$ cat src/rtl/muldiv_seq.sv
// HI/LO unit sequencer: MULT/MULTU/DIV/DIVU on one shared 32-step shift/add-subtract
// datapath, owning the HI/LO registers and the MTHI/MTLO write path.
module muldiv_seq #(
  parameter int unsigned ITER   = 32,
  parameter int unsigned DZ_LAT = 2
) (
  input  logic        clk_in,
  input  logic        reset,
  input  logic        start,
  input  logic [1:0]  op,
  input  logic [31:0] a,
  input  logic [31:0] b,
  input  logic        mt_hi,
  input  logic        mt_lo,
  input  logic [31:0] mt_data,
  input  logic        flush,
  output logic        busy,
  output logic        stall,
  output logic        done,
  output logic        div_zero,
  output logic [31:0] hi,
  output logic [31:0] lo
);

  localparam int unsigned W  = 32;
  localparam int unsigned CW = (ITER > 1) ? $clog2(ITER) : 1;

  typedef enum logic [2:0] {
    S_IDLE,
    S_PREP,
    S_RUN,
    S_FIX,
    S_DONE
  } state_t;

  state_t          r_state;
  logic [1:0]      r_op;
  logic [W-1:0]    r_a;
  logic [W-1:0]    r_b;
  logic [W-1:0]    r_mag;
  logic [W-1:0]    r_ph;
  logic [W-1:0]    r_pl;
  logic            r_sign_q;
  logic            r_sign_r;
  logic            r_dz;
  logic [CW-1:0]   r_cnt;
  logic [W-1:0]    r_res_hi;
  logic [W-1:0]    r_res_lo;
  logic            r_busy;
  logic            r_done;
  logic            r_div_zero;
  logic [W-1:0]    r_hi;
  logic [W-1:0]    r_lo;

  logic            w_is_div;
  logic            w_signed;
  logic            w_neg_a;
  logic            w_neg_b;
  logic [W-1:0]    w_mag_a;
  logic [W-1:0]    w_mag_b;
  logic [W:0]      w_add;
  logic [W:0]      w_shift;
  logic [W:0]      w_diff;
  logic [2*W-1:0]  w_prod;
  logic [2*W-1:0]  w_prod_fix;
  logic [W-1:0]    w_quo_fix;
  logic [W-1:0]    w_rem_fix;

  // Operand conditioning on the latched operands (used in PREP)
  assign w_is_div = r_op[1];
  assign w_signed = ~r_op[0];
  assign w_neg_a  = w_signed & r_a[W-1];
  assign w_neg_b  = w_signed & r_b[W-1];
  assign w_mag_a  = w_neg_a ? (~r_a + W'(1)) : r_a;
  assign w_mag_b  = w_neg_b ? (~r_b + W'(1)) : r_b;

  // One datapath step: multiply adds r_mag into the high half then shifts right;
  // divide shifts the remainder left and trial-subtracts the divisor.
  assign w_add   = {1'b0, r_ph} + (r_pl[0] ? {1'b0, r_mag} : (W+1)'(0));
  assign w_shift = {r_ph, r_pl[W-1]};
  assign w_diff  = w_shift - {1'b0, r_mag};

  // Sign fix-up of the magnitude results
  assign w_prod     = {r_ph, r_pl};
  assign w_prod_fix = r_sign_q ? (~w_prod + (2*W)'(1)) : w_prod;
  assign w_quo_fix  = r_sign_q ? (~r_pl + W'(1)) : r_pl;
  assign w_rem_fix  = r_sign_r ? (~r_ph + W'(1)) : r_ph;

  always_ff @(posedge clk_in) begin
    if (reset) begin
      r_state    <= S_IDLE;
      r_op       <= 2'b00;
      r_a        <= '0;
      r_b        <= '0;
      r_mag      <= '0;
      r_ph       <= '0;
      r_pl       <= '0;
      r_sign_q   <= 1'b0;
      r_sign_r   <= 1'b0;
      r_dz       <= 1'b0;
      r_cnt      <= '0;
      r_res_hi   <= '0;
      r_res_lo   <= '0;
      r_busy     <= 1'b0;
      r_done     <= 1'b0;
      r_div_zero <= 1'b0;
      r_hi       <= '0;
      r_lo       <= '0;
    end else begin
      r_done <= 1'b0;
      case (r_state)
        S_IDLE: begin
          if (start && !flush) begin
            r_op    <= op;
            r_a     <= a;
            r_b     <= b;
            r_busy  <= 1'b1;
            r_state <= S_PREP;
          end else if (!start) begin
            if (mt_hi) r_hi <= mt_data;
            if (mt_lo) r_lo <= mt_data;
          end
        end

        S_PREP: begin
          if (flush) begin
            r_busy  <= 1'b0;
            r_state <= S_IDLE;
          end else begin
            r_sign_q <= w_neg_a ^ w_neg_b;
            r_sign_r <= w_neg_a;
            r_ph     <= '0;
            r_cnt    <= '0;
            r_dz     <= w_is_div && (r_b == '0);
            if (w_is_div) begin
              r_pl  <= w_mag_a;
              r_mag <= w_mag_b;
            end else begin
              r_pl  <= w_mag_b;
              r_mag <= w_mag_a;
            end
            // Divide-by-zero bypasses the datapath; extra latency beyond two
            // cycles is burnt as idle RUN cycles at the top of the counter.
            if (w_is_div && (r_b == '0)) begin
              if (DZ_LAT > 2) begin
                r_cnt   <= CW'(ITER - (DZ_LAT - 2));
                r_state <= S_RUN;
              end else begin
                r_state <= S_FIX;
              end
            end else begin
              r_state <= S_RUN;
            end
          end
        end

        S_RUN: begin
          if (flush) begin
            r_busy  <= 1'b0;
            r_state <= S_IDLE;
          end else begin
            if (!r_dz) begin
              if (w_is_div) begin
                if (!w_diff[W]) begin
                  r_ph <= w_diff[W-1:0];
                  r_pl <= {r_pl[W-2:0], 1'b1};
                end else begin
                  r_ph <= w_shift[W-1:0];
                  r_pl <= {r_pl[W-2:0], 1'b0};
                end
              end else begin
                r_ph <= w_add[W:1];
                r_pl <= {w_add[0], r_pl[W-1:1]};
              end
            end
            r_cnt <= r_cnt + CW'(1);
            if (r_cnt == CW'(ITER - 1)) r_state <= S_FIX;
          end
        end

        S_FIX: begin
          if (flush) begin
            r_busy  <= 1'b0;
            r_state <= S_IDLE;
          end else begin
            if (r_dz) begin
              r_res_hi <= r_a;
              r_res_lo <= '1;
            end else if (w_is_div) begin
              r_res_hi <= w_rem_fix;
              r_res_lo <= w_quo_fix;
            end else begin
              r_res_hi <= w_prod_fix[2*W-1:W];
              r_res_lo <= w_prod_fix[W-1:0];
            end
            r_done  <= 1'b1;
            r_state <= S_DONE;
          end
        end

        // Committed: a flush here no longer cancels the write
        S_DONE: begin
          r_hi <= r_res_hi;
          r_lo <= r_res_lo;
          if (w_is_div) r_div_zero <= r_dz;
          r_busy  <= 1'b0;
          r_state <= S_IDLE;
        end

        default: begin
          r_busy  <= 1'b0;
          r_state <= S_IDLE;
        end
      endcase
    end
  end

  assign busy     = r_busy;
  assign stall    = start | r_busy;
  assign done     = r_done;
  assign div_zero = r_div_zero;
  assign hi       = r_hi;
  assign lo       = r_lo;

endmodule

$ cat config.mk
export PLATFORM = sky130hd
export DESIGN_NAME = muldiv_seq
export DESIGN_NICKNAME = d
export VERILOG_FILES = /design/src/rtl/muldiv_seq.sv
export SDC_FILE = /design/constraint.sdc
export NUM_CORES = 1
export LEC_CHECK = 0
export CORE_ASPECT_RATIO = 1.25
export CORE_MARGIN = 10
export CORE_UTILIZATION = 61
export CTS_BUF_LIST = sky130_fd_sc_hd__clkbuf_4
export CTS_CLUSTER_SIZE = 28
export DETAILED_ROUTE_END_ITERATION = 16
export PLACE_DENSITY_LB_ADDON = 0.3
export SLEW_MARGIN = 40
export SYNTH_ARGS = -nofsm -noshare
export SYNTH_HDL_FRONTEND = slang
export SYNTH_SLANG_ARGS = --single-unit
$ cat constraint.sdc
create_clock -name clk_in -period 4.5 [get_ports clk_in]
set_clock_uncertainty 0.05 [all_clocks]
set_input_delay 0.45 -clock clk_in [delete_from_list [all_inputs] [get_ports clk_in]]
set_output_delay 0.45 -clock clk_in [all_outputs]
set_load 0.03 [all_outputs]
==> flow_summary.ini, run 1 <==
[floorplan]
die_w_um = 179
core_sq_um = 31000
die_area_sq_um = 39100
start_util_pct = 62.1
io_pins = 172
rows = 72
die_h_um = 219

[setup_path]
cp.required_ps = 5050
r2r_end = r_ph[28]$_SDFFE_PP0P_
endpoint_kind = flip-flop
crit_type = reg -> reg
crit_fanout = 15
rr_worst_depth = 14
path_cells = inv_1 -> buf_4 -> nor2_1 -> ha_1 -> a21o_1 -> a31oi_1 -> o21ai_0 -> a21oi_1 -> o2111a_1 -> nor2_1 -> a41oi_1 -> o21bai_1 -> xor2_1 -> a221o_1
path_delay_family = compound AO/OA/AOI/OAI gates
crit_slowest_cell = a41oi_1
r2r_slack_ps = 480
cp_num_buf_inv = 2
cp.arrival_ps = 4560
crit_path_max_incr_delay_ps = 540
cpMostUsedCell = nor2_1
rr_startpoint = r_pl[0]$_SDFFE_PP0P_
startpoint_type = flip-flop

[yosys]
synth_cell_types = 83
ys_async_sr_fraction_pct = 0
seq_area_frac_synth_pct = 31.6
synth_enable_flop_cells = 0
ys_ff_latch = 304
syn-cell-area_sq_um = 19200
ys.warnings.count = 0
avgSynthCellArea_sq_um = 7.59
synth_ff_type = dfxtp_1
syn_inst = 2534
synth_nets = 2710

[cts]
cts_max_path_buffers = 3
clk_latency_ps = 750
cts_made_buffers = 78
cts_hold_buf = 0
cts_setup_buffers = 0
ctsResizeCount = 0
clock-sinks = 304
clk_pin_slew_worst_paths_ps = 70
htreeDepth = 3
cts_root_buffer = clkbuf_4
cts_tree = yes

[layout]
final_area_sq_um = 22300
fillers = 2546
drive_gt1_share_pct = 8.28
syn_to_final_growth_pct = 15.9
final_nets = 2839
post-route-util_pct = 71.9
fin_cells = 3128

[sta]
hold_ws_ps = 24.8
finalSetupTns_ps = 0
rsz0062_at_grt = no
timing.final.crit_share_pct = 89.3
tightestPinTransition_ps = 920
maxSlewHeadroom_pct = 38.4
final-hold-violation-count = 0
fin_crit_ps = 4020
fmax_mhz = 249
slew_violations = 0
setup_ws_ps = 481
setup_viol = 0

[detailed_routing]
drtPass1Iterations = 7
post_drt_wl_per_cell_um = 22.8
drt-initial-drc-count = 2166
vias = 20300
route.detailed.drc = 0
drt-total-wl_um = 71500
final_antenna_net_count = 0
avgViaCountPerCell = 6.48

[global_route]
grt_pass1_wl_um = 107000
grt_use_total_pct = 34.9
antenna_found_initial = 2
grt_max_degree = 137
grt_pass1_vias = 19300
grt_overflow = 0

[power_and_ir_drop]
ir_drop_mv = 0.230
power_density_nw_per_um2 = 304
p_total_mw = 6.77
p_leak_nw = 8.65

[hold_path]
worstHoldEndpoint = r_pl[7]$_SDFFE_PP0P_
whs_path_depth = 2
min_path_type = in -> reg
hp-start = reset

[placement]
dp.cells = 2989
io_buffer_count = 171
placed_area_sq_um = 21200
gp_congestion = 1.02
place_hpwl_um = 53700
place_ws_ps = 599

[run]
maxCapViolations = 0

[run_status]
status = finished clean
==> flip-flops by register name (all words and copies together) (netlist names) <==
signal    flops
busy          1
div_zero      1
done          1
hi           32
lo           32
r_a          32
r_b          32
r_cnt         5
r_dz          1
r_mag        32
r_op          2
r_ph         32
r_pl         32
r_res_hi     32
r_res_lo     32
r_sign_q      1
r_sign_r      1
r_state       3
==> power by group <==
group	internal, mW	total (mW)	switching (mW)
clock	1.27	2.46	1.20
sequential	2.77	2.88	0.111
combinational	0.551	1.42	0.872
==> final cells by class <==
type | instances | area [sq um] | share of cell area (%)
Multi-Input combinational cell | 1985 | 12200 | 54.9
Sequential cell | 304 | 6090 | 27.3
Timing Repair Buffer | 233 | 2220 | 9.97
Clock buffer | 106 | 796 | 3.57
Tap cell | 407 | 509 | 2.28
Inverter | 61 | 229 | 1.03
Clock inverter | 29 | 196 | 0.881
Antenna cell | 3 | 7.51 | 0.0337
==> cell families (layout without fill, tap and decap cells) <==
| kind of cell | after synthesis | count (layout) | share of synthesized area, % |
|---|---|---|---|
| multiplexers | 76 | 76 | 4.03 |
| AO/OA/AOI/OAI | 789 | 789 | 26.0 |
| flip-flops | 304 | 304 | 31.6 |
| buffers and inverters | 245 | 429 | 5.02 |
| AND/OR/NAND/NOR | 875 | 875 | 20.7 |
| other | 0 | 3 | 0 |
| XOR/XNOR | 173 | 173 | 7.88 |
| adder cells (fa/ha/maj) | 72 | 72 | 4.76 |
==> cells in the mapped netlist (55+ instances only) <==
cell type / count / share of area (%)
nand2_1: 355 / 6.9
dfxtp_1: 304 / 32
a21oi_1: 284 / 7.4
nor2_1: 253 / 4.9
clkbuf_1: 151 / 2.9
xnor2_1: 97 / 4.4
xor2_1: 76 / 3.5
mux2i_1: 73 / 3.8
o21ai_0: 73 / 1.9
ha_1: 70 / 4.6
nor3_1: 69 / 1.8
o21ai_1: 63 / 1.6
inv_1: 60 / 1.2
a22oi_1: 55 / 2.1
==> metal layers <==
metal / track usage [%] / wire length, um / vias to the layer above
li1: - / - / 9380
met1: 39.5 / 25800 / 9503
met2: 58.1 / 33500 / 1138
met3: 7.52 / 7110 / 262
met4: 22.7 / 5040 / 0
met5: 0 / 0 / -
==> worst max-delay path by stage <==
stage	startpoint	end	depth (start not counted)
after floorplan	r_pl[31]$_SDFFE_PP0P_	r_ph[25]$_SDFFE_PP0P_	14
final	r_pl[0]$_SDFFE_PP0P_	r_ph[28]$_SDFFE_PP0P_	14
after CTS	r_pl[0]$_SDFFE_PP0P_	r_ph[28]$_SDFFE_PP0P_	14
after global routing	r_pl[0]$_SDFFE_PP0P_	r_ph[28]$_SDFFE_PP0P_	14
after global placement	r_pl[31]$_SDFFE_PP0P_	r_ph[16]$_SDFFE_PP0P_	14
after detailed placement	r_pl[0]$_SDFFE_PP0P_	r_ph[28]$_SDFFE_PP0P_	14
==> cells in the final DEF, fill, tap and decap left out, types with 31 or more instances in the layout <==
| master | n |
|---|---|
| a21o_1 | 39 |
| clkbuf_4 | 106 |
| a22oi_1 | 55 |
| a21oi_1 | 282 |
| clkdlybuf4s50_1 | 170 |
| dfxtp_1 | 303 |
| ha_1 | 70 |
| buf_4 | 58 |
| a211oi_1 | 50 |
| nor2_1 | 251 |
| xor2_1 | 76 |
| xnor2_1 | 97 |
| nand2_1 | 353 |
| o211ai_1 | 49 |
| nand3_1 | 31 |
| o21ai_0 | 73 |
| o21ai_1 | 62 |
| nor3_1 | 68 |
| inv_1 | 60 |
| mux2i_1 | 73 |
(Power assumes the default switching activity.)
==> run 2: changes to the inputs <==
SKIP_CTS_REPAIR_TIMING = 1   (was default)
==> results of run 2 <==
Same layout as run 1: the final DEF is identical, and so are final timing and power.
